<file path="src/rtl/mp_addsub_seq.sv">
// Limb-serial multi-precision adder/subtractor: one LIMB_W slice per clock.
// Define MP_ADDSUB_OVF_EN to add the registered signed-overflow output ovf.
module mp_addsub_seq #(
    parameter int TOTAL_W = 400,
    parameter int LIMB_W  = 8
) (
    input  logic               clk,
    input  logic               rst,
    input  logic               start,
    input  logic               sub,
    input  logic [TOTAL_W-1:0] a,
    input  logic [TOTAL_W-1:0] b,
    output logic [TOTAL_W-1:0] sum,
    output logic               cout,
`ifdef MP_ADDSUB_OVF_EN
    output logic               ovf,
`endif
    output logic               busy,
    output logic               done
);
    localparam int NLIMB = TOTAL_W / LIMB_W;
    localparam int IDX_W = (NLIMB > 1) ? $clog2(NLIMB) : 1;
    localparam logic [IDX_W-1:0] LAST = IDX_W'(NLIMB - 1);

    typedef enum logic {IDLE, RUN} state_t;

    state_t             r_state;
    state_t             w_state_nxt;
    logic [TOTAL_W-1:0] r_a;
    logic [TOTAL_W-1:0] r_b;
    logic [TOTAL_W-1:0] r_res;
    logic [TOTAL_W-1:0] w_res_nxt;
    logic               r_sub;
    logic               r_carry;
    logic [IDX_W-1:0]   r_idx;
    logic [LIMB_W-1:0]  w_alimb;
    logic [LIMB_W-1:0]  w_blimb;
    logic [LIMB_W-1:0]  w_bx;
    logic [LIMB_W:0]    w_limb;
    logic               w_last;
    logic               w_accept;

    always_ff @(posedge clk) begin
        if (rst) r_state <= IDLE;
        else     r_state <= w_state_nxt;
    end

    always_comb begin
        w_state_nxt = r_state;
        unique case (r_state)
            IDLE: if (start)  w_state_nxt = RUN;
            RUN:  if (w_last) w_state_nxt = IDLE;
        endcase
    end

    always_comb begin
        busy     = (r_state == RUN);
        w_accept = (r_state == IDLE) && start;
        w_last   = (r_state == RUN) && (r_idx == LAST);
    end

    // Limb select by index; all other limbs of the result pass through
    always_comb begin
        w_alimb = '0;
        w_blimb = '0;
        for (int i = 0; i < NLIMB; i++) begin
            if (r_idx == IDX_W'(i)) begin
                w_alimb = r_a[i*LIMB_W +: LIMB_W];
                w_blimb = r_b[i*LIMB_W +: LIMB_W];
            end
        end
    end

    always_comb begin
        w_bx   = w_blimb ^ {LIMB_W{r_sub}};
        w_limb = {1'b0, w_alimb} + {1'b0, w_bx}
               + {{LIMB_W{1'b0}}, r_carry};
    end

    always_comb begin
        w_res_nxt = r_res;
        for (int i = 0; i < NLIMB; i++) begin
            if (r_idx == IDX_W'(i))
                w_res_nxt[i*LIMB_W +: LIMB_W] = w_limb[LIMB_W-1:0];
        end
    end

`ifdef MP_ADDSUB_OVF_EN
    logic w_ovf;
    // Carry into the MSB is recovered from the MSB sum bit
    assign w_ovf = w_alimb[LIMB_W-1] ^ w_bx[LIMB_W-1]
                 ^ w_limb[LIMB_W-1] ^ w_limb[LIMB_W];
`endif

    always_ff @(posedge clk) begin
        if (rst) begin
            r_a     <= '0;
            r_b     <= '0;
            r_res   <= '0;
            r_sub   <= 1'b0;
            r_carry <= 1'b0;
            r_idx   <= '0;
            sum     <= '0;
            cout    <= 1'b0;
            done    <= 1'b0;
`ifdef MP_ADDSUB_OVF_EN
            ovf     <= 1'b0;
`endif
        end else begin
            done <= 1'b0;
            if (w_accept) begin
                r_a     <= a;
                r_b     <= b;
                r_sub   <= sub;
                r_carry <= sub;
                r_idx   <= '0;
            end else if (busy) begin
                r_res   <= w_res_nxt;
                r_carry <= w_limb[LIMB_W];
                r_idx   <= r_idx + 1'b1;
                if (w_last) begin
                    sum  <= w_res_nxt;
                    cout <= w_limb[LIMB_W];
                    done <= 1'b1;
`ifdef MP_ADDSUB_OVF_EN
                    ovf  <= w_ovf;
`endif
                end
            end
        end
    end

endmodule
</file>
<file path="config.mk">
export PLATFORM = sky130hd
export DESIGN_NAME = mp_addsub_seq
export DESIGN_NICKNAME = d
export VERILOG_FILES = /design/src/rtl/mp_addsub_seq.sv
export SDC_FILE = /design/constraint.sdc
export NUM_CORES = 2
export LEC_CHECK = 0
export BUFFER_PORTS_ARGS = -buffer_cell sky130_fd_sc_hd__buf_4
export CAP_MARGIN = 40
export CORE_AREA = 2 2 467 469
export CTS_CLUSTER_DIAMETER = 100
export CTS_CLUSTER_SIZE = 30
export DETAILED_ROUTE_END_ITERATION = 10
export DIE_AREA = 0 0 469 471
export GPL_ROUTABILITY_DRIVEN = 0
export GPL_TIMING_DRIVEN = 1
export PLACE_DENSITY_LB_ADDON = 0.25
export SETUP_SLACK_MARGIN = 0.02
export SLEW_MARGIN = 20
export SYNTH_ARGS = -nofsm -noshare
export SYNTH_HDL_FRONTEND = slang
export SYNTH_SLANG_ARGS = --single-unit
</file>
<file path="constraint.sdc">
create_clock -name clk -period 5.86 [get_ports clk]
set_input_delay 0.586 -clock clk [delete_from_list [all_inputs] [get_ports clk]]
set_output_delay 0.586 -clock clk [all_outputs]
set_load 0.03 [all_outputs]
</file>
Word-level counts from Yosys, hierarchy flattened. Cells that the tools add are included. Widths: inputs -> output; s select.

Input port bits: 804. Word-level logic and storage cells: 229. Flip-flop bits (word level): 1611. Output and inout bits: 403.

Mux-type cells: 156. Reductions and logical operators: 8. $add $sub $neg: 3. Eq/ne operators: 49. Bitwise gates (word level): 3.

Operators with widths (count): $mux 8 (150); $eq 6x6->1 const B (18); $eq 6x5->1 const B (16); $eq 6x4->1 const B (8); $eq 6x3->1 const B (4); $eq 6x2->1 const B (2); $add 8x8->9 (1); $add 9x1->9 (1); $xor 8x8->8 (1); $add 6x1->6 const B (1); $eq 6x1->1 const B (1); $logic_not 6->1 (1); $mux 1 (5); $reduce_and 3->1 (1); $reduce_or 3->1 (1); $logic_and 1x1->1 (2); $not 1->1 (2); $pmux 1 s2 (1); $reduce_and 2->1 (1); $reduce_bool 2->1 (1); $reduce_or 2->1 (1).

Longest topological paths before layout.
Depth in word-level cells: 56. Depth in mapped cells: 27. Mapped depth without buffers: 21.

Worst setup path after synthesis. No wires, ideal clock.

Path kind: register to register. Start: reg r_idx[0]. End: reg r_res[334]. Clock period less this slack: 5.191 ns. Path slack: 0.669 ns. Data required time: 5.732 ns. Setup time: 0.128 ns. Stages on the path, launching flop included: 24. Buffers on the path: 4. Data arrival time: 5.063 ns. Cells stage by stage: dfxtp_1 ha_1 buf_2 or3b_1 clkbuf_1 nor2_1 a221o_1 nor3_1 or4_1 o41a_1 nand4_1 fa_1 inv_1 fa_1 a21o_1 a21oi_1 o21ai_0 a21oi_1 xnor2_1 clkbuf_1 buf_1 nor2_1 a21oi_1 nor2_1.

Longest elaborated chain between the ends: 55. Elaborated cells on any way between the ends: 154. Those cells by class: 2 x add/sub; 49 x eq/ne; 101 x mux; 1 x bitwise; 1 x reduce/logical.

Ends and longest elaborated chain: from (decl) (RTL line 35) `logic [IDX_W-1:0] r_idx;`; from (signal assigned) (RTL line 120) `r_idx <= r_idx + 1'b1;`; $logic_not 6->1 (RTL line 67) `if (r_idx == IDX_W'(i)) begin`; $mux 8 (50 in series) (RTL line 67); $xor 8x8->8 (RTL line 75) `w_bx = w_blimb ^ {LIMB_W{r_sub}};`; $add 8x8->9 (RTL line 76) `w_limb = {1'b0, w_alimb} + {1'b0, w_bx}`; $add 9x1->9 (RTL line 77) `+ {{LIMB_W{1'b0}}, r_carry};`; $mux 8 (*) (RTL line 83) `if (r_idx == IDX_W'(i))`; to (signal assigned) (RTL line 118) `r_res <= w_res_nxt;`; to (decl) (RTL line 31) `logic [TOTAL_W-1:0] r_res;`.

Mark *: on every way between the ends. The rest lies on a longest branch, timed or not. A chain may end at the register's enable or synchronous reset.

Final worst setup path.
Start: reg r_idx[0]. End: reg r_res[199].

Same word-level chain as after synthesis.

==> results by group <==
Floorplan
  • Die Area: 0.221 mm^2
  • Die height: 471 um
  • Starting Density: 30.9%
  • Die Wd: 469 um
  • # IOs: 1207
  • CORE AREA: 0.216 mm^2
  • Std cell rows: 171

Worst setup path
  • Reg2reg path depth: 25
  • Max FO, Critical Path: 48
  • Critical R2R Capture: r_res[199]
  • Element type at the critical path end: register
  • Worst reg2reg startpoint: r_idx[0]
  • Critical path class: register to register
  • CP arrival: 6490 ps
  • Worst setup startpoint: r_idx[0]
  • Worst EP required: 6470 ps
  • Reg2reg setup slack: -10 ps
  • Kind of start point of the critical path: register
  • Crit path capture: r_res[199]

Finish
  • Most common cell after layout, fill and taps aside: nand2_1
  • Post-layout net count: 10716
  • Non-Filler Instances: 12800
  • Finished Cell Area: 0.0845 mm^2
  • Most frequent cells in the layout: nand2_1 (2602), buf_4 (1683), dfxtp_1 (1596)
  • Share of layout cells above drive strength 1: 20.6%
  • Fillcell total: 22560
  • P&R area growth vs syn: 26.8%

Routing
  • 1st-iter DRT viols: 8924
  • Vias per inst: 5.58
  • Drt pass-1 iters: 7
  • Vias: 71393
  • DRC errors left: 0
  • Routed WL: 364000 um
  • DR WL/cell: 28.4 um
  • Antenna Nets Post-Route: 0

Placement
  • Placed Instance Area: 0.0812 mm^2
  • Inst Count DP: 12613
  • DP Wirelength: 280000 um
  • PortBufs: 1206

Global routing
  • Initial antenna violation count: 49
  • Vias in the first global route: 65268
  • Pin count of the biggest net entering global routing: 194
  • Met1 Usage GRT: 42.3%
  • Met3 Use GR: 5.42%
  • GRT Total Usage: 31.1%
  • GR peak layer: met2
  • Global Route met2 Usage: 47.0%
  • First-pass GRT wire length: 493000 um
  • GRT overflow: 0

CTS
  • Worst-skew pair later-pin latency: 780 ps
  • CTS buffer count: 72
  • H-tree depth: 3
  • Clock transition at path regs: 120 ps
  • Sink Count: 1603
  • Root buf cell: clkbuf_16
  • CTS tree: done
  • Clock buffer depth: 3

Timing
  • Setup Viol. Count Final: 1
  • RSZ-0062 raised after global routing: no
  • Hold Violations, Final: 0
  • Worst hold slack: 64.0 ps
  • Slew margin rel.: 23.2%
  • Clock skew: 70.7 ps
  • Slew Limit Fails: 0
  • Minimum clock period: 5870 ps
  • Fmax: 170 MHz
  • Final period util: 100%
  • Post-route setup slack: -13.3 ps
  • Slew @ Worst Pin: 1120 ps
  • TNS Setup: -13.3 ps

Power
  • Pwr dens: 251 mW/mm^2
  • Internal power: 15000 uW
  • Flop pwr share: 54.0%
  • Sw frac: 29.5%
  • Pleak: 0.0317 uW
  • Total power: 21200 uW
  • Clock power share: 31.1%
  • Combinational share of power: 14.9%
  • Maximum VDD drop: 0.199 mV
  • Switch Pwr: 6270 uW

Synth
  • Sequential area share after synthesis: 48.1%
  • Mapped Nets: 9659
  • Post-Syn Area: 0.0667 mm^2
  • Most common flop cell mapped by yosys: dfxtp_1
  • Post-synth ARST share: 0%
  • Mean Syn Cell Area: 7.54 um^2
  • Synth Register Bits: 1603
  • Netlist cell types: 100
  • Yosys warns: 0
  • Count of flip-flops with a built-in enable after synthesis: 0
  • Syn Inst Count: 8842

Run status
  • Status: finished with violations
  • Failing checks: setup timing

Run
  • Max_cap viols: 0

Hold path
  • Hold Crit Class: primary input to register
==> power groups by stage <==
stage                     logic, uW  clock network (uW)  registers [uW]
after detailed placement       2930                   0           11700
after global placement         2890                   0           11700
final                          3170                6600           11500
after CTS                      3090                6680           11500
after floorplan                1250                   0           11600
after global routing           3320                7020           11500
==> sequential cells by signal, indices dropped and copies added (netlist names) <==
name,count
r_a,400
r_b,400
sum,400
r_res,392
r_idx,6
busy,1
cout,1
done,1
r_carry,1
r_sub,1
==> synth_stat cells, types with 12 or more instances <==
master,count,area share (%)
nor2_1,837,4.7
a22oi_1,34,0.38
nor3_1,100,0.75
nand2_1,2610,15
buf_4,16,0.18
o221ai_1,42,0.55
nand2b_1,13,0.12
inv_1,14,0.079
buf_1,25,0.14
a31oi_1,24,0.23
dfxtp_1,1603,48
clkbuf_1,704,4.0
a2111oi_0,12,0.16
or3_1,22,0.21
nand3b_1,14,0.16
o22ai_1,45,0.42
a21oi_1,1327,10
a221o_1,25,0.38
nand3_1,121,0.91
and3_1,63,0.59
o21ai_0,245,1.8
a311oi_1,99,1.3
a211oi_1,133,1.5
a221oi_1,81,1.1
buf_2,49,0.37
o2111ai_1,12,0.16
o21a_1,14,0.16
nand4_1,18,0.17
nor4_1,20,0.19
o211ai_1,269,3.0
==> worst max-delay path, stage by stage, from the launching register on <==
cell and delay [ps]:
dfxtp_4 390, inv_2 70, ha_4 190, buf_4 160, or2_4 260, and2_0 180
buf_4 190, a221o_1 300, a21oi_4 280, nand4_1 440, a211oi_4 700, nor4_4 80
buf_4 180, or3_4 390, ha_4 290, o21ai_1 80, a21oi_1 180, o21ai_1 100
buf_4 140, a21oi_1 310, buf_4 190, o21ai_4 60, buf_12 190, buf_12 200
nand3_1 50, a21oi_1 60
==> stage by stage <==
| step | setup WS [ps] | util [%] |
|---|---|---|
| CTS | 41.5 | 38.9 |
| finish | -13.3 | 39.1 |
| global route | 7.52 | 39.1 |
| detailed placement | -1130 | 37.6 |
| global placement | -1450 | 37.5 |
| floorplan | 669 | - |
==> cells by family (layout without fill, tap and decap cells) <==
kind of cell	count (synthesis)	in the layout	share of synthesized area (%)
AND/OR/NAND/NOR	3902	3902	23.7
AO/OA/AOI/OAI	2480	2480	22.7
flip-flops	1603	1603	48.1
buffers and inverters	822	1910	4.89
XOR/XNOR	14	14	0.184
adder cells (fa/ha/maj)	13	13	0.266
multiplexers	8	8	0.120
other	0	16	0
==> routing by layer <==
| layer | vias up | part of all wire, % | routed length [um] |
|---|---|---|---|
| li1 | 32326 | - | - |
| met1 | 34499 | 42 | 152000 |
| met2 | 3831 | 43 | 157000 |
| met3 | 719 | 9.1 | 33000 |
| met4 | 18 | 5.8 | 21200 |
| met5 | - | 0.032 | 117 |
==> repair_timing <==
action	in CTS	in global routing
resized for setup	36	35
endpoints found under the setup margin	548	227
gates cloned	3	1
pin swaps	9	14
hold buffers	18	0
buffers inserted	17	25
hold endpoints to repair	18	0
==> worst min path at each step <==
stage,from,slack (ps),endpoint,depth (start not counted)
2_1_floorplan,r_a[204],430,r_a[204],2
3_3_place_gp,r_a[90],440,r_a[90],2
3_5_place_dp,sum[175],450,sum[175],2
4_1_cts,a[371],2,r_a[371],3
5_1_grt,a[347],40,r_a[347],3
6_report,a[55],60,r_a[55],3
==> area by class of cell <==
class	count	area, um^2	area share [%]
clock buffer	76	1860	2.20
inverter	18	67.6	0.0799
tap	2854	3570	4.22
clock inverter	29	472	0.558
timing repair buffer	1787	14400	17.1
sequential	1603	32100	38.0
multi-input combinational	6417	32000	37.8
antenna	16	40.0	0.0474
(Power assumes the default switching activity.)
